**config.mk**
```make
export PLATFORM = sky130hd
export DESIGN_NAME = mem_stage_flat
export DESIGN_NICKNAME = d
export VERILOG_FILES = /design/src/rtl/mem_pkg.sv /design/src/rtl/mem_if.sv /design/src/rtl/mem_load_align.sv /design/src/rtl/mem_stage.sv /design/src/flat_wrapper.sv
export SDC_FILE = /design/constraint.sdc
export NUM_CORES = 1
export LEC_CHECK = 0
export CAP_MARGIN = 10
export CORE_MARGIN = 2
export CORE_UTILIZATION = 42
export DETAILED_ROUTE_END_ITERATION = 8
export PLACE_DENSITY = 0.79
export REMOVE_ABC_BUFFERS = 1
export SETUP_SLACK_MARGIN = 0.5
export SLEW_MARGIN = 20
export SYNTH_ARGS = -nofsm -noshare
export SYNTH_HDL_FRONTEND = slang
export SYNTH_SLANG_ARGS = --single-unit
```
**constraint.sdc**
```tcl
create_clock -name clk -period 5.9 [get_ports clk]
set_clock_uncertainty 0.05 [all_clocks]
set_input_delay 1.18 -clock clk [delete_from_list [all_inputs] [get_ports clk]]
set_output_delay 1.18 -clock clk [all_outputs]
set_load 0.01 [all_outputs]
```
**src/rtl/mem_pkg.sv**
```systemverilog
// Shared encodings for the MEM stage: funct3 load/store codes, FSM states,
// byte-enable constants and access-size helpers.
package mem_pkg;

  localparam logic [2:0] F3_LB  = 3'b000;
  localparam logic [2:0] F3_LH  = 3'b001;
  localparam logic [2:0] F3_LW  = 3'b010;
  localparam logic [2:0] F3_LBU = 3'b100;
  localparam logic [2:0] F3_LHU = 3'b101;

  localparam logic [2:0] F3_SB  = 3'b000;
  localparam logic [2:0] F3_SH  = 3'b001;
  localparam logic [2:0] F3_SW  = 3'b010;

  localparam logic [3:0] BE_NONE = 4'b0000;
  localparam logic [3:0] BE_BYTE = 4'b0001;
  localparam logic [3:0] BE_HALF = 4'b0011;
  localparam logic [3:0] BE_WORD = 4'b1111;

  typedef enum logic {
    ST_IDLE   = 1'b0,
    ST_ACCESS = 1'b1
  } mem_state_e;

  typedef enum logic [1:0] {
    SZ_BYTE = 2'd0,
    SZ_HALF = 2'd1,
    SZ_WORD = 2'd2
  } acc_size_e;

  // Loads and stores share the size encoding; anything unrecognised is a word.
  function automatic acc_size_e access_size(input logic [2:0] f3);
    case (f3)
      F3_SB, F3_LBU: return SZ_BYTE;
      F3_SH, F3_LHU: return SZ_HALF;
      F3_SW:         return SZ_WORD;
      default:       return SZ_WORD;
    endcase
  endfunction

  function automatic logic misaligned(input logic [2:0] f3, input logic [1:0] addr_lo);
    case (access_size(f3))
      SZ_HALF: return addr_lo[0];
      SZ_WORD: return addr_lo != 2'b00;
      default: return 1'b0;
    endcase
  endfunction

endpackage

```
**src/rtl/mem_if.sv**
```systemverilog
// Data-memory bus between the MEM stage (master) and the data memory (slave).
interface mem_if;
  logic        dmem_req;
  logic        dmem_we;
  logic [31:0] dmem_addr;
  logic [31:0] dmem_wdata;
  logic [3:0]  dmem_be;
  logic [31:0] dmem_rdata;
  logic        dmem_ready;

  modport master (
    output dmem_req, dmem_we, dmem_addr, dmem_wdata, dmem_be,
    input  dmem_rdata, dmem_ready
  );

  modport slave (
    input  dmem_req, dmem_we, dmem_addr, dmem_wdata, dmem_be,
    output dmem_rdata, dmem_ready
  );
endinterface

```
**src/rtl/mem_load_align.sv**
```systemverilog
// Selects the addressed byte/halfword of a read word and sign/zero-extends it.
module mem_load_align
  import mem_pkg::*;
(
  input  logic [31:0] rdata,
  input  logic [1:0]  addr_lo,
  input  logic [2:0]  funct3,
  output logic [31:0] result
);

  logic [7:0]  byte_sel;
  logic [15:0] half_sel;

  always_comb begin
    case (addr_lo)
      2'd0:    byte_sel = rdata[7:0];
      2'd1:    byte_sel = rdata[15:8];
      2'd2:    byte_sel = rdata[23:16];
      default: byte_sel = rdata[31:24];
    endcase
    half_sel = addr_lo[1] ? rdata[31:16] : rdata[15:0];

    case (funct3)
      F3_LB:   result = {{24{byte_sel[7]}}, byte_sel};
      F3_LH:   result = {{16{half_sel[15]}}, half_sel};
      F3_LBU:  result = {24'h0, byte_sel};
      F3_LHU:  result = {16'h0, half_sel};
      F3_LW:   result = rdata;
      default: result = rdata;
    endcase
  end

endmodule

```
**src/rtl/mem_stage.sv**
```systemverilog
// Pipeline MEM stage: passes ALU results through, runs loads/stores on the dmem bus
// with a wait-for-ready timeout. Define MEM_MISALIGN_CHECK_EN to reject misaligned accesses.
module mem_stage
  import mem_pkg::*;
#(
  parameter int unsigned WAIT_LIMIT = 15
) (
  input  logic        clk,
  input  logic        reset,
  input  logic        execute_enable_out,
  input  logic [31:0] EX_MEM_ALUResult,
  input  logic [31:0] EX_MEM_WriteData,
  input  logic [4:0]  EX_MEM_Rd,
  input  logic        EX_MEM_RegWrite,
  input  logic        EX_MEM_MemRead,
  input  logic        EX_MEM_MemWrite,
  input  logic [2:0]  EX_MEM_Funct3,
  mem_if.master       dmem,
  output logic [31:0] MEM_WB_ReadData,
  output logic [31:0] MEM_WB_ALUResult,
  output logic [4:0]  MEM_WB_Rd,
  output logic        MEM_WB_RegWrite,
  output logic        MEM_WB_MemToReg,
  output logic        memory_enable_out,
  output logic        mem_stall,
  output logic        mem_error
);

  localparam logic [7:0] WAIT_LAST = 8'(WAIT_LIMIT - 1);

  mem_state_e  state_q, state_d;
  logic [7:0]  wait_cnt_q, wait_cnt_d;
  logic        req_q, req_d;
  logic        we_q, we_d;
  logic [31:0] addr_q, addr_d;
  logic [31:0] wdata_q, wdata_d;
  logic [3:0]  be_q, be_d;
  logic [2:0]  f3_q, f3_d;
  logic [4:0]  rd_q, rd_d;
  logic        regwrite_q, regwrite_d;
  logic        load_q, load_d;
  logic [31:0] wb_rdata_q, wb_rdata_d;
  logic [31:0] wb_alu_q, wb_alu_d;
  logic [4:0]  wb_rd_q, wb_rd_d;
  logic        wb_regwrite_q, wb_regwrite_d;
  logic        wb_memtoreg_q, wb_memtoreg_d;
  logic        en_q, en_d;
  logic        err_q, err_d;

  logic        is_mem, is_load, misalign, start;
  logic [3:0]  st_be;
  logic [31:0] st_wdata;
  logic [31:0] load_data;

  mem_load_align u_align (
    .rdata   (dmem.dmem_rdata),
    .addr_lo (addr_q[1:0]),
    .funct3  (f3_q),
    .result  (load_data)
  );

  // Entry decode: store lane steering and the misalignment guard.
  always_comb begin
    is_mem  = EX_MEM_MemRead | EX_MEM_MemWrite;
    is_load = EX_MEM_MemRead & ~EX_MEM_MemWrite;
`ifdef MEM_MISALIGN_CHECK_EN
    misalign = is_mem & misaligned(EX_MEM_Funct3, EX_MEM_ALUResult[1:0]);
`else
    misalign = 1'b0;
`endif
    st_be    = BE_WORD;
    st_wdata = EX_MEM_WriteData;
    case (access_size(EX_MEM_Funct3))
      SZ_BYTE: begin
        st_be    = BE_BYTE << EX_MEM_ALUResult[1:0];
        st_wdata = {4{EX_MEM_WriteData[7:0]}};
      end
      SZ_HALF: begin
        st_be    = BE_HALF << {EX_MEM_ALUResult[1], 1'b0};
        st_wdata = {2{EX_MEM_WriteData[15:0]}};
      end
      default: ;
    endcase
    start = (state_q == ST_IDLE) & execute_enable_out & is_mem & ~misalign;
  end

  assign mem_stall = start | (state_q == ST_ACCESS);

  always_comb begin
    state_d       = state_q;
    wait_cnt_d    = wait_cnt_q;
    req_d         = req_q;
    we_d          = we_q;
    addr_d        = addr_q;
    wdata_d       = wdata_q;
    be_d          = be_q;
    f3_d          = f3_q;
    rd_d          = rd_q;
    regwrite_d    = regwrite_q;
    load_d        = load_q;
    wb_rdata_d    = wb_rdata_q;
    wb_alu_d      = wb_alu_q;
    wb_rd_d       = wb_rd_q;
    wb_regwrite_d = wb_regwrite_q;
    wb_memtoreg_d = wb_memtoreg_q;
    en_d          = en_q;
    err_d         = 1'b0;

    case (state_q)
      ST_IDLE: begin
        if (!execute_enable_out) begin
          en_d          = 1'b0;
          wb_regwrite_d = 1'b0;
        end else if (!is_mem) begin
          wb_rdata_d    = '0;
          wb_alu_d      = EX_MEM_ALUResult;
          wb_rd_d       = EX_MEM_Rd;
          wb_regwrite_d = EX_MEM_RegWrite;
          wb_memtoreg_d = 1'b0;
          en_d          = 1'b1;
        end else if (misalign) begin
          err_d         = 1'b1;
          wb_regwrite_d = 1'b0;
          en_d          = 1'b0;
        end else begin
          addr_d        = EX_MEM_ALUResult;
          wdata_d       = EX_MEM_MemWrite ? st_wdata : '0;
          be_d          = EX_MEM_MemWrite ? st_be : BE_WORD;
          f3_d          = EX_MEM_Funct3;
          rd_d          = EX_MEM_Rd;
          regwrite_d    = EX_MEM_RegWrite;
          load_d        = is_load;
          we_d          = EX_MEM_MemWrite;
          req_d         = 1'b1;
          wait_cnt_d    = '0;
          wb_regwrite_d = 1'b0;
          en_d          = 1'b0;
          state_d       = ST_ACCESS;
        end
      end

      ST_ACCESS: begin
        // Ready wins over timeout when both land on the last permitted cycle.
        if (dmem.dmem_ready) begin
          req_d         = 1'b0;
          we_d          = 1'b0;
          wb_rdata_d    = load_q ? load_data : '0;
          wb_alu_d      = addr_q;
          wb_rd_d       = rd_q;
          wb_regwrite_d = regwrite_q & load_q;
          wb_memtoreg_d = load_q;
          en_d          = 1'b1;
          state_d       = ST_IDLE;
        end else if (wait_cnt_q == WAIT_LAST) begin
          req_d         = 1'b0;
          we_d          = 1'b0;
          err_d         = 1'b1;
          wb_regwrite_d = 1'b0;
          en_d          = 1'b0;
          state_d       = ST_IDLE;
        end else begin
          wait_cnt_d = wait_cnt_q + 8'd1;
        end
      end

      default: state_d = ST_IDLE;
    endcase
  end

  always_ff @(posedge clk or posedge reset) begin
    if (reset) begin
      state_q       <= ST_IDLE;
      wait_cnt_q    <= '0;
      req_q         <= 1'b0;
      we_q          <= 1'b0;
      addr_q        <= '0;
      wdata_q       <= '0;
      be_q          <= BE_NONE;
      f3_q          <= '0;
      rd_q          <= '0;
      regwrite_q    <= 1'b0;
      load_q        <= 1'b0;
      wb_rdata_q    <= '0;
      wb_alu_q      <= '0;
      wb_rd_q       <= '0;
      wb_regwrite_q <= 1'b0;
      wb_memtoreg_q <= 1'b0;
      en_q          <= 1'b0;
      err_q         <= 1'b0;
    end else begin
      state_q       <= state_d;
      wait_cnt_q    <= wait_cnt_d;
      req_q         <= req_d;
      we_q          <= we_d;
      addr_q        <= addr_d;
      wdata_q       <= wdata_d;
      be_q          <= be_d;
      f3_q          <= f3_d;
      rd_q          <= rd_d;
      regwrite_q    <= regwrite_d;
      load_q        <= load_d;
      wb_rdata_q    <= wb_rdata_d;
      wb_alu_q      <= wb_alu_d;
      wb_rd_q       <= wb_rd_d;
      wb_regwrite_q <= wb_regwrite_d;
      wb_memtoreg_q <= wb_memtoreg_d;
      en_q          <= en_d;
      err_q         <= err_d;
    end
  end

  assign dmem.dmem_req   = req_q;
  assign dmem.dmem_we    = we_q;
  assign dmem.dmem_addr  = {addr_q[31:2], 2'b00};
  assign dmem.dmem_wdata = wdata_q;
  assign dmem.dmem_be    = be_q;

  assign MEM_WB_ReadData   = wb_rdata_q;
  assign MEM_WB_ALUResult  = wb_alu_q;
  assign MEM_WB_Rd         = wb_rd_q;
  assign MEM_WB_RegWrite   = wb_regwrite_q;
  assign MEM_WB_MemToReg   = wb_memtoreg_q;
  assign memory_enable_out = en_q;
  assign mem_error         = err_q;

endmodule

```
**src/flat_wrapper.sv**
```systemverilog
// flat-port wrapper written by rule: the top's interface ports become plain ports
module mem_stage_flat import mem_pkg::*;
#(
  parameter int unsigned WAIT_LIMIT = 15
)
  (clk, reset, execute_enable_out, EX_MEM_ALUResult, EX_MEM_WriteData, EX_MEM_Rd, EX_MEM_RegWrite, EX_MEM_MemRead, EX_MEM_MemWrite, EX_MEM_Funct3, MEM_WB_ReadData, MEM_WB_ALUResult, MEM_WB_Rd, MEM_WB_RegWrite, MEM_WB_MemToReg, memory_enable_out, mem_stall, mem_error, dmem_dmem_req, dmem_dmem_we, dmem_dmem_addr, dmem_dmem_wdata, dmem_dmem_be, dmem_dmem_rdata, dmem_dmem_ready);
  mem_if dmem_i ();
  input  logic clk;
  input  logic reset;
  input  logic execute_enable_out;
  input  logic [31:0] EX_MEM_ALUResult;
  input  logic [31:0] EX_MEM_WriteData;
  input  logic [4:0] EX_MEM_Rd;
  input  logic EX_MEM_RegWrite;
  input  logic EX_MEM_MemRead;
  input  logic EX_MEM_MemWrite;
  input  logic [2:0] EX_MEM_Funct3;
  output logic [31:0] MEM_WB_ReadData;
  output logic [31:0] MEM_WB_ALUResult;
  output logic [4:0] MEM_WB_Rd;
  output logic MEM_WB_RegWrite;
  output logic MEM_WB_MemToReg;
  output logic memory_enable_out;
  output logic mem_stall;
  output logic mem_error;
  output wire logic [$bits(dmem_i.dmem_req)-1:0] dmem_dmem_req;
  output wire logic [$bits(dmem_i.dmem_we)-1:0] dmem_dmem_we;
  output wire logic [$bits(dmem_i.dmem_addr)-1:0] dmem_dmem_addr;
  output wire logic [$bits(dmem_i.dmem_wdata)-1:0] dmem_dmem_wdata;
  output wire logic [$bits(dmem_i.dmem_be)-1:0] dmem_dmem_be;
  input wire logic [$bits(dmem_i.dmem_rdata)-1:0] dmem_dmem_rdata;
  input wire logic [$bits(dmem_i.dmem_ready)-1:0] dmem_dmem_ready;
  assign dmem_dmem_req = dmem_i.dmem_req;
  assign dmem_dmem_we = dmem_i.dmem_we;
  assign dmem_dmem_addr = dmem_i.dmem_addr;
  assign dmem_dmem_wdata = dmem_i.dmem_wdata;
  assign dmem_dmem_be = dmem_i.dmem_be;
  assign dmem_i.dmem_rdata = dmem_dmem_rdata;
  assign dmem_i.dmem_ready = dmem_dmem_ready;
  mem_stage #(.WAIT_LIMIT(WAIT_LIMIT)) u_core (.clk(clk), .reset(reset), .execute_enable_out(execute_enable_out), .EX_MEM_ALUResult(EX_MEM_ALUResult), .EX_MEM_WriteData(EX_MEM_WriteData), .EX_MEM_Rd(EX_MEM_Rd), .EX_MEM_RegWrite(EX_MEM_RegWrite), .EX_MEM_MemRead(EX_MEM_MemRead), .EX_MEM_MemWrite(EX_MEM_MemWrite), .EX_MEM_Funct3(EX_MEM_Funct3), .dmem(dmem_i), .MEM_WB_ReadData(MEM_WB_ReadData), .MEM_WB_ALUResult(MEM_WB_ALUResult), .MEM_WB_Rd(MEM_WB_Rd), .MEM_WB_RegWrite(MEM_WB_RegWrite), .MEM_WB_MemToReg(MEM_WB_MemToReg), .memory_enable_out(memory_enable_out), .mem_stall(mem_stall), .mem_error(mem_error));
endmodule
```
# Yosys cells after proc, flatten, opt, wreduce, memory -nomap -nowiden
# Cells that the tools add are included.
# totals
reg_bits	162
elab_cells	110
# classes
n_addsub	1
n_eq_ne	17
shift	2
n_mux	54
bitwise	8
reduce_logical	10
# op_table
operator	n
32-bit two-way mux	8
32-bit case mux with 2 select lines	3
32-bit case mux with 4 select lines	1
8-bit two-way mux	4
8-bit case mux with 3 select lines	1
1-bit two-way mux	21
16-bit two-way mux	1
8-bit case mux with 2 select lines	1
5-bit two-way mux	3
1-bit case mux with 2 select lines	7
3-bit equality test, second input constant	4
2-bit != test, second input constant	5
5-bit case mux with 2 select lines	1
3-bit AND reduction	3
8-bit by 1-bit adder with 8-bit output, second input constant	1
8-bit by 4-bit equality test with 1-bit output, second input constant	1
4-bit case mux with 2 select lines	1
3-bit by 1-bit equality test with 1-bit output, second input constant	2
3-bit zero test	2
1-bit bitwise AND	4
2-bit by 1-bit equality test with 1-bit output, second input constant	2
2-bit zero test	2
4-bit two-way mux	1
2-bit case mux with 2 select lines	1
other kinds (9)	12

# Longest topological paths before layout
# Gate-level depths: netlist (run 1).
# logic_depth
depth_word	6
depth_mapped	7
depth_no_buf	6

# Modules after synthesis
# A second synthesis (run 1) with hierarchy kept.
# unflattened
hier_cells	657
hier_area_um2	7892.6
# by_module_without_submodules
module	n_inst	cells_each	area_each_um2	seq_area_each_um2
mem_stage	1	526	7169.4	4053.9
mem_load_align	1	131	723.2	0.0

# Worst setup path after synthesis (run 1)
# No wires, ideal clock.
# synth_timing
kind	input port to output port
start	in EX_MEM_MemWrite
end	out mem_stall
t_arrival_ns	1.785
required_ns	4.670
path_slack_ns	2.885
cell_stages	3
path_cell_list	or2_2 > a21oi_1 > inv_1
# synth_between
elab_chain_len	3
# synth_rtl
element	line	source
start, declared	flat_wrapper.sv:16	input logic EX_MEM_MemWrite;
1-bit OR	mem_stage.sv:64	is_mem = EX_MEM_MemRead | EX_MEM_MemWrite;
1-bit bitwise AND	mem_stage.sv:84	start = (state_q == ST_IDLE) & execute_enable_out & is_mem & ~misalign;
1-bit OR	mem_stage.sv:87	assign mem_stall = start | (state_q == ST_ACCESS);
end, declared	flat_wrapper.sv:24	output logic mem_stall;
# No other way between the ends.

# Final worst setup path (run 1)
# Same ends and word-level chain as after synthesis.

==> results of run 1 <==
[power groups by stage]
| stage | registers [uW] | clock network [uW] | logic, uW |
|---|---|---|---|
| final | 1570 | 1070 | 1240 |
| after CTS | 1570 | 1090 | 1250 |
| after global placement | 1570 | 0 | 1220 |
| after detailed placement | 1580 | 0 | 1240 |
| after global routing | 1600 | 1140 | 1350 |
| after floorplan | 1690 | 0 | 401 |
[per-stage QoR]
step                      utilization, %  std cells
after floorplan                        -        683
after global placement              57.2       1165
after detailed placement            57.2       1165
after CTS                           60.4       1197
after global routing                60.4       1197
final                               60.4       1197
[state kept, by name, indices dropped and copies added, names as in the netlist, 3 cells and up]
name                     flops
u_core.f3_q                  3
u_core.addr_q               32
u_core.dmem.dmem_wdata      32
u_core.dmem.dmem_be          4
u_core.MEM_WB_ReadData      32
u_core.MEM_WB_ALUResult     32
u_core.rd_q                  5
u_core.wait_cnt_q            8
u_core.MEM_WB_Rd             5
[worst max-delay path by stage]
stage                                       endpoint  slack [ns]             from
final                                      mem_stall        1.88  EX_MEM_MemWrite
after global routing                       mem_stall        1.78  EX_MEM_MemWrite
after CTS                                  mem_stall        1.88  EX_MEM_MemWrite
after detailed placement                   mem_stall        1.89  EX_MEM_MemWrite
after global placement                     mem_stall        1.91  EX_MEM_MemWrite
after floorplan           u_core.MEM_WB_ALUResult[0]        0.29            reset
[per-layer routing]
layer,global-route usage (%),routed length [um],up-vias,part of all wire (%)
met5,0,0,-,0
met4,6.76,312,0,1.6
met3,7.47,1770,19,8.9
met2,33.4,9200,202,46
met1,28.2,8670,2909,43
li1,-,-,2958,-
[worst max-delay path: cells and delay by family]
family                 cells  cell delay, ns
AOI/OAI and AO/OA          1            0.24
buffers and inverters      3            1.01
and+or+nand+nor            1            0.36
[cells in the mapped netlist, drive strengths merged, types with 2 or more instances]
| cell | count |
|---|---|
| nor2b | 20 |
| nand2 | 219 |
| a22oi | 7 |
| inv | 6 |
| clkbuf | 25 |
| dfrtp | 162 |
| buf | 54 |
| mux2i | 58 |
| and3 | 2 |
| a32o | 7 |
| xor2 | 3 |
| nand2b | 11 |
| a21oi | 17 |
| o21ai | 90 |
| a31oi | 4 |
| nand4 | 4 |
| mux2 | 10 |
| nor2 | 11 |
| nor3b | 2 |
| a221o | 16 |
| ha | 2 |
| xnor2 | 2 |
| or2 | 2 |
| and2 | 2 |
| a22o | 9 |
[final cells by class]
| cell class | instances | share of cell area (%) |
|---|---|---|
| clock buffer | 18 | 4.19 |
| clock inverter | 14 | 1.23 |
| inverter | 6 | 0.262 |
| multi-input combinational | 515 | 28.5 |
| sequential | 162 | 38.7 |
| tap | 225 | 2.68 |
| timing repair buffer | 257 | 24.5 |
[logic make-up after synthesis]
logic type,count (synthesis)
and+or+nand+nor,280
DFF,162
AOI/OAI and AO/OA,158
buffers and inverters,85
muxes,68
xor gates and xnor gates,5
adders and majority gates,2
other,1
==> results.sh, run 1 <==
export IMPL_syn_instance_count=761
export IMPL_postPlaceCellArea_um2=9920
export IMPL_synth_edf_count=0
export IMPL_vdd_drop_max_uv=205
export IMPL_dieHeight_um=138
export IMPL_finalCriticalPeriod_ns=4.02
export IMPL_holdBufCountCts=0
export IMPL_max_freq_mhz=248
export IMPL_p_total_uw=3870
export IMPL_seq_area_um2=4060
export IMPL_post_synth_fa_ha_maj_area_fraction_pct=0.334
export IMPL_dp_hpwl_um=13700
export IMPL_seq_power_share_pct=40.4
export IMPL_synth_top_area_share_pct=54.1
export IMPL_rsz0062_at_grt="no"
export IMPL_grt_overflow=0
export IMPL_grt_max_degree=109
export IMPL_combPwrFrac_pct=31.9
export IMPL_ys_warn_count=0
export IMPL_post_cts_resize_count=0
export IMPL_end_kind="output pin"
export IMPL_pre_cts_ws_ns=1.89
export IMPL_vias=6088
export IMPL_route_antenna_remaining_nets=0
export IMPL_slowest_stage="clkdlybuf4s50_1"
export IMPL_core_um2=17400
export IMPL_critPathKind="input pin to output pin"
export IMPL_r2r_end="u_core.MEM_WB_ReadData[27]"
export IMPL_worstHoldEndpoint="u_core.rd_q[3]"
export IMPL_syn_cell_area_um2=7490
export IMPL_die_x_um=138
export IMPL_internal_power_uw=2650
export IMPL_routed_via_density=5.09
export IMPL_final_common_cell="clkdlybuf4s50_1"
export IMPL_stdcell_area_um2=10500
export IMPL_p_switching_uw=1220
export IMPL_firstDrtPassIters=4
export IMPL_p_sw_share_pct=31.5
export IMPL_yosysSeqAreaShare_pct=54.1
export IMPL_synth_top_family_by_area="simple AND/OR/NAND/NOR gates"
export IMPL_fin_crit_sh_pct=68.2
export IMPL_synthDistinctLibCells=47
export IMPL_initial_core_util_pct=43.2
export IMPL_synth_mux_area_share_pct=9.25
export IMPL_synth_top_cell_by_area="dfrtp_1"
export IMPL_slew_viol_final=0
export IMPL_nFillCells=1508
export IMPL_io_buffers=252
export IMPL_p_clk_share_pct=27.6
export IMPL_cts_sinks=162
export IMPL_hold_path_class="flip-flop to flip-flop"
export IMPL_path_common_cell="clkdlybuf4s50_1"
export IMPL_synth_async_sr_flop_share_pct=100
export IMPL_r2r_start="u_core.state_q"
export IMPL_cts_tree="done"
export IMPL_yosys_top_cells_area="dfrtp_1 54%, nand2_1 11%, mux2i_1 7.7%"
export IMPL_multiInputGateArea_um2=2980
export IMPL_critical_path_required_ns=4.67
export IMPL_outcome="finished, final reports clean"
export IMPL_grt_first_pass_wirelength_um=31600
export IMPL_tightest_slew_ns=1.06
export IMPL_synth_compound_area_share_pct=13.5
export IMPL_worstPathCellList="clkdlybuf4s50_1 -> or2_2 -> a21oi_1 -> inv_1 -> clkdlybuf4s50_1"
export IMPL_reg2reg_depth=5
export IMPL_cellPowerDensity_nw_per_um2=369
export IMPL_num_antenna_cells=0
export IMPL_setup_slack_ns=1.88
export IMPL_ios=255
export IMPL_yosys_area_share_simple_pct=16.0
export IMPL_cts_root_buf="clkbuf_16"
export IMPL_clk_pin_slew_ns=0.07
export IMPL_relSlewSlack_pct=29.6
export IMPL_grt_pass1_vias=5955
export IMPL_tns_ns=0
export IMPL_clkLatencyLatePin_ns=0.42
export IMPL_min_from="u_core.rd_q[3]"
export IMPL_nets=1072
export IMPL_cts_max_level=4
export IMPL_area_growth_pct=40.0
export IMPL_whs_path_depth=2
export IMPL_drive_gt1_share_pct=5.97
export IMPL_postCtsSetupBuffers=0
export IMPL_worstPathArrival_ns=2.79
export IMPL_synth_xor_area_share_pct=0.584
export IMPL_cp_slowest_stage_delay_ns=0.49
export IMPL_avgSynthCellArea_um2=9.85
export IMPL_drc_errors=0
export IMPL_wire_per_inst_um=16.7
export IMPL_p_leak_uw=0.00468
export IMPL_drt_iter0_markers=361
export IMPL_hold_viol_final=0
export IMPL_grt_use_total_pct=21.5
export IMPL_antenna_found_initial=0
export IMPL_numCtsBuffers=17
export IMPL_placement_rows=48
export IMPL_die_area_um2=18900
export IMPL_setup_viol=0
export IMPL_drv_cap=0
export IMPL_critPathMaxFanout=5
export IMPL_synth_top_flop_cell="dfrtp_1"
export IMPL_cp_start_kind="input pin"
export IMPL_wl_um=20000
export IMPL_gp_congestion=0.820
export IMPL_fin_hold_ws_ns=0.426
export IMPL_mostFrequentLayoutCells="252 x clkdlybuf4s50_1, 218 x nand2_1, 161 x dfrtp_1"
export IMPL_clk_path_buf_depth=2
export IMPL_reg2reg_setup_slack_ns=3.23
export IMPL_synth_seq_cells=162
Power figures use the tool's default switching activity.
==> run 2, diff against run 1 <==
- CORE_UTILIZATION: 42 -> 45
- PLACE_DENSITY: 0.79 -> 0.8
- clock period: 5.9 -> 4 ns (I/O delays scaled with it)
==> run 2 against run 1 <==
Effect of this change: clock power up 53%; first-iteration DRC count up 16%; count of clock-buffer cells in the layout up 3; cell count up 0.25%; hold slack worse by 0.0045 ns.
==> results.sh, run 2 (same netlist as run 1, synthesis figures left out) <==
export IMPL_wire_per_inst_um=16.8
export IMPL_routed_via_density=5.23
export IMPL_vias=6271
export IMPL_path_common_cell="clkdlybuf4s50_1"
export IMPL_firstDrtPassIters=5
export IMPL_dieHeight_um=133
export IMPL_critPathMaxFanout=5
export IMPL_rsz0062_at_grt="no"
export IMPL_worstPathArrival_ns=2.44
export IMPL_num_antenna_cells=0
export IMPL_clk_path_buf_depth=2
export IMPL_clk_pin_slew_ns=0.07
export IMPL_grt_overflow=0
export IMPL_post_cts_resize_count=0
export IMPL_cts_max_level=4
export IMPL_drive_gt1_share_pct=6.63
export IMPL_grt_pass1_vias=6210
export IMPL_postCtsSetupBuffers=0
export IMPL_cp_slowest_stage_delay_ns=0.48
export IMPL_die_x_um=133
export IMPL_hold_path_class="flip-flop to flip-flop"
export IMPL_nets=1080
export IMPL_cts_root_buf="clkbuf_16"
export IMPL_cp_start_kind="input pin"
export IMPL_slew_viol_final=0
export IMPL_fin_hold_ws_ns=0.422
export IMPL_die_area_um2=17700
export IMPL_nFillCells=1339
export IMPL_wl_um=20100
export IMPL_end_kind="output pin"
export IMPL_worstPathCellList="clkdlybuf4s50_1 -> or2_2 -> a21oi_1 -> inv_1 -> clkdlybuf4s50_1"
export IMPL_relSlewSlack_pct=36.6
export IMPL_outcome="finished, final reports clean"
export IMPL_drc_errors=0
export IMPL_route_antenna_remaining_nets=0
export IMPL_placement_rows=47
export IMPL_multiInputGateArea_um2=2980
export IMPL_crit_buf_inv=3
export IMPL_critical_path_required_ns=3.15
export IMPL_fin_crit_sh_pct=82.2
export IMPL_initial_core_util_pct=45.7
export IMPL_finalCriticalPeriod_ns=3.29
export IMPL_finish_utilization_pct=64.6
export IMPL_holdBufCountCts=0
export IMPL_drv_cap=0
export IMPL_gp_congestion=0.874
export IMPL_antenna_found_initial=0
export IMPL_mostFrequentLayoutCells="252 x clkdlybuf4s50_1, 218 x nand2_1, 161 x dfrtp_1"
export IMPL_cts_tree="done"
export IMPL_drt_iter0_markers=419
export IMPL_core_um2=16400
export IMPL_ios=255
export IMPL_setup_viol=0
export IMPL_hold_viol_final=0
export IMPL_area_growth_pct=41.4
export IMPL_grt_first_pass_wirelength_um=32700
export IMPL_final_common_cell="clkdlybuf4s50_1"
export IMPL_critPathKind="input pin to output pin"
export IMPL_p_leak_uw=0.00475
export IMPL_grt_use_total_pct=23.3
export IMPL_numCtsBuffers=17
export IMPL_reg2reg_setup_slack_ns=1.36
export IMPL_max_freq_mhz=304
export IMPL_seq_area_um2=4060
export IMPL_grt_max_degree=109
export IMPL_clkLatencyLatePin_ns=0.42
export IMPL_vdd_drop_max_uv=296
export IMPL_tightest_slew_ns=0.951
export IMPL_cellPowerDensity_nw_per_um2=547
export IMPL_io_buffers=252
export IMPL_cts_sinks=162
export IMPL_slowest_stage="clkdlybuf4s50_1"
export IMPL_crit_family="buffers and inverters"
export IMPL_dp_hpwl_um=14100
## run 2: changes by cell type in the layout (fill, tap and decap cells not counted), moves of 2 or more
cell      previous run  this run
buf_4                4        11
clkbuf_8             1         3
inv_6                6         2
clkinv_4             2         4
## run 2: area by class of cell
cell class,instances,area share [%]
multi-input cells,515,28.2
repair buffers,265,25.0
clock inverters,11,1.22
flip-flops and latches,162,38.3
clock buffers,21,4.44
well taps,220,2.60
inverters,6,0.260
## run 2: power breakdown
part	internal, uW	switching, uW	total [uW]
registers	2030	282	2310
logic	1010	825	1840
clock network	973	667	1640
total	4020	1770	5790
## run 2: worst min-delay path, cell delays in order (launching register included)
cell     delay, ns
dfrtp_1       0.35
nand2_1       0.05
nand2_1       0.05
## run 2: per-layer routing
layer | GRT usage (%) | share of wire [%] | vias to the layer above
met3 | 6.13 | 7.8 | 27
met5 | 0 | 0 | -
met2 | 37.0 | 47 | 243
met4 | 8.36 | 1.9 | 0
li1 | - | - | 2974
met1 | 31.0 | 43 | 3027
## run 2: path summary, 6_finish.rpt
kind                                         from                          to  depth (start not counted)
setup / recovery                  EX_MEM_MemWrite                   mem_stall                          5
hold / removal             u_core.MEM_WB_RegWrite      u_core.MEM_WB_RegWrite                          2
setup reg to reg                   u_core.state_q  u_core.MEM_WB_ReadData[24]                          5
hold reg to reg            u_core.MEM_WB_RegWrite      u_core.MEM_WB_RegWrite                          2
max in group asynchronous                   reset            u_core.addr_q[3]                          3
min in group asynchronous                   reset              u_core.rd_q[3]                          2
## run 2: per-stage QoR
stage / power, uW / TNS (ns) / setup WS [ns] / cell area [um^2] / instances
final: 5790 / 0 / 0.712 / 10600 / 1200
after detailed placement: 4180 / 0 / 0.715 / 9970 / 1167
after global routing: 6100 / 0 / 0.593 / 10600 / 1200
after floorplan: 3080 / -230.57 / -1.23 / 7060 / 683
after CTS: 5830 / 0 / 0.699 / 10600 / 1199
after global placement: 4130 / 0 / 0.727 / 9970 / 1167
==> run 3, diff against run 2 <==
- clock period: 4 -> 3.1 ns (I/O delays scaled with it)
==> run 3 against run 2 <==
Effect of this change: die area stayed put; via count is 0.35% lower; count of clock-buffer cells in the layout stayed put; power is 30% higher; core utilization up 0.27 points; first-iteration DRC count down 14%; critical endpoint unchanged; largest power group unchanged; highest routed layer unchanged.
==> results.sh, run 3 (same netlist as run 1, synthesis figures left out) <==
export IMPL_seq_area_um2=4060
export IMPL_drc_errors=0
export IMPL_dieHeight_um=133
export IMPL_outcome="finished, final reports clean"
export IMPL_relSlewSlack_pct=52.6
export IMPL_crit_buf_inv=3
export IMPL_stdcell_area_um2=10600
export IMPL_grt_use_total_pct=23.3
export IMPL_drt_iter0_markers=360
export IMPL_finish_utilization_pct=64.8
export IMPL_cp_start_kind="input pin"
export IMPL_drv_cap=0
export IMPL_slowest_stage="clkdlybuf4s50_1"
export IMPL_cts_root_buf="clkbuf_16"
export IMPL_p_sw_share_pct=30.5
export IMPL_die_x_um=133
export IMPL_combPwrFrac_pct=31.7
export IMPL_routed_via_density=5.20
export IMPL_placement_rows=47
export IMPL_clk_path_buf_depth=2
export IMPL_hold_path_class="flip-flop to flip-flop"
export IMPL_ios=255
export IMPL_wl_um=20100
export IMPL_antenna_found_initial=0
export IMPL_critPathKind="input pin to output pin"
export IMPL_drive_gt1_share_pct=6.72
export IMPL_multiInputGateArea_um2=2990
export IMPL_max_freq_mhz=399
export IMPL_postCtsSetupBuffers=0
export IMPL_crit_family="buffers and inverters"
export IMPL_cts_sinks=162
export IMPL_area_growth_pct=41.9
export IMPL_grt_max_degree=109
export IMPL_critical_path_required_ns=2.43
export IMPL_mostFrequentLayoutCells="251 x clkdlybuf4s50_1, 218 x nand2_1, 161 x dfrtp_1"
export IMPL_cellPowerDensity_nw_per_um2=707
export IMPL_firstDrtPassIters=5
export IMPL_cp_slowest_stage_delay_ns=0.45
export IMPL_core_um2=16400
export IMPL_dp_hpwl_um=14100
export IMPL_grt_pass1_vias=6045
export IMPL_p_clk_share_pct=28.8
export IMPL_critPathMaxFanout=4
export IMPL_wire_per_inst_um=16.7
export IMPL_worstPathCellList="clkdlybuf4s50_1 -> or2_4 -> a21oi_2 -> inv_1 -> dlygate4sd2_1"
export IMPL_nets=1082
export IMPL_internal_power_uw=5230
export IMPL_postPlaceCellArea_um2=10000
export IMPL_gp_congestion=0.843
export IMPL_route_antenna_remaining_nets=0
export IMPL_grt_first_pass_wirelength_um=32300
export IMPL_seq_power_share_pct=39.5
export IMPL_hold_viol_final=0
export IMPL_io_buffers=252
export IMPL_vdd_drop_max_uv=408
export IMPL_clkLatencyLatePin_ns=0.42
export IMPL_final_common_cell="clkdlybuf4s50_1"
export IMPL_clk_pin_slew_ns=0.06
export IMPL_p_switching_uw=2290
export IMPL_nFillCells=1321
export IMPL_die_area_um2=17700
export IMPL_cts_max_level=4
export IMPL_slew_viol_final=0
export IMPL_setup_viol=0
export IMPL_numCtsBuffers=17
export IMPL_grt_overflow=0
export IMPL_reg2reg_setup_slack_ns=0.99
export IMPL_finalCriticalPeriod_ns=2.51
export IMPL_p_total_uw=7520
export IMPL_tightest_slew_ns=0.710
export IMPL_vias=6249
export IMPL_num_antenna_cells=0
export IMPL_end_kind="output pin"
export IMPL_rsz0062_at_grt="no"
export IMPL_initial_core_util_pct=45.7
export IMPL_cts_tree="done"
export IMPL_worstPathArrival_ns=1.84
export IMPL_fin_crit_sh_pct=80.9
export IMPL_p_leak_uw=0.00477
run 3: final cells by class:
class / instances / area share (%)
Sequential cell: 162 / 38.1
Multi-Input combinational cell: 515 / 28.1
Clock inverter: 11 / 1.46
Tap cell: 220 / 2.59
Inverter: 6 / 0.259
Timing Repair Buffer: 267 / 25.2
Clock buffer: 21 / 4.23
run 3: layer usage:
layer	routed length (um)	up-vias	GRT usage [%]
li1	-	2981	-
met2	9470	243	36.8
met4	471	0	9.08
met5	0	-	0
met1	8590	2992	30.4
met3	1570	33	6.78
run 3: timing repair:
| item | 4_1_cts | 5_1_grt |
|---|---|---|
| resized for setup | 3 | 0 |
| setup endpoints to repair | 1 | 0 |
| hold buffers | 0 | 0 |
| hold endpoints to repair | 0 | 0 |
run 3: path summary, 6_finish.rpt:
check / from / endpoint / depth (start not counted)
hold reg to reg: u_core.rd_q[4] / u_core.rd_q[4] / 2
min in group asynchronous: reset / u_core.MEM_WB_ReadData[19] / 2
setup / recovery: EX_MEM_MemRead / mem_stall / 5
hold / removal: u_core.rd_q[4] / u_core.rd_q[4] / 2
setup reg to reg: u_core.addr_q[1] / u_core.MEM_WB_ReadData[13] / 5
max in group asynchronous: reset / u_core.MEM_WB_ALUResult[2] / 3
run 3: worst register-to-register path: cells and delay by family (launching register included):
family | cells | cell delay (ns)
buffers and inverters | 1 | 0.30
flip-flops | 1 | 0.56
AO/OA/AOI/OAI | 3 | 0.98
AND/OR/NAND/NOR | 1 | 0.11
run 3: through the flow:
stage	setup TNS, ns	setup slack, ns	hold slack, ns	cells
2_1_floorplan	-437.19	-1.95	0.395	683
3_3_place_gp	0	0.316	0.407	1170
3_5_place_dp	0	0.282	0.413	1170
4_1_cts	0	0.591	0.429	1202
5_1_grt	0	0.521	0.441	1202
6_report	0	0.591	0.425	1202
run 3: power by group through the flow:
| stage | Clock [uW] | Combinational, uW | Sequential, uW |
|---|---|---|---|
| 2_1_floorplan | 0 | 764 | 3210 |
| 3_3_place_gp | 0 | 2360 | 2990 |
| 3_5_place_dp | 0 | 2410 | 3000 |
| 4_1_cts | 2200 | 2410 | 2970 |
| 5_1_grt | 2300 | 2590 | 3040 |
| 6_report | 2170 | 2380 | 2970 |
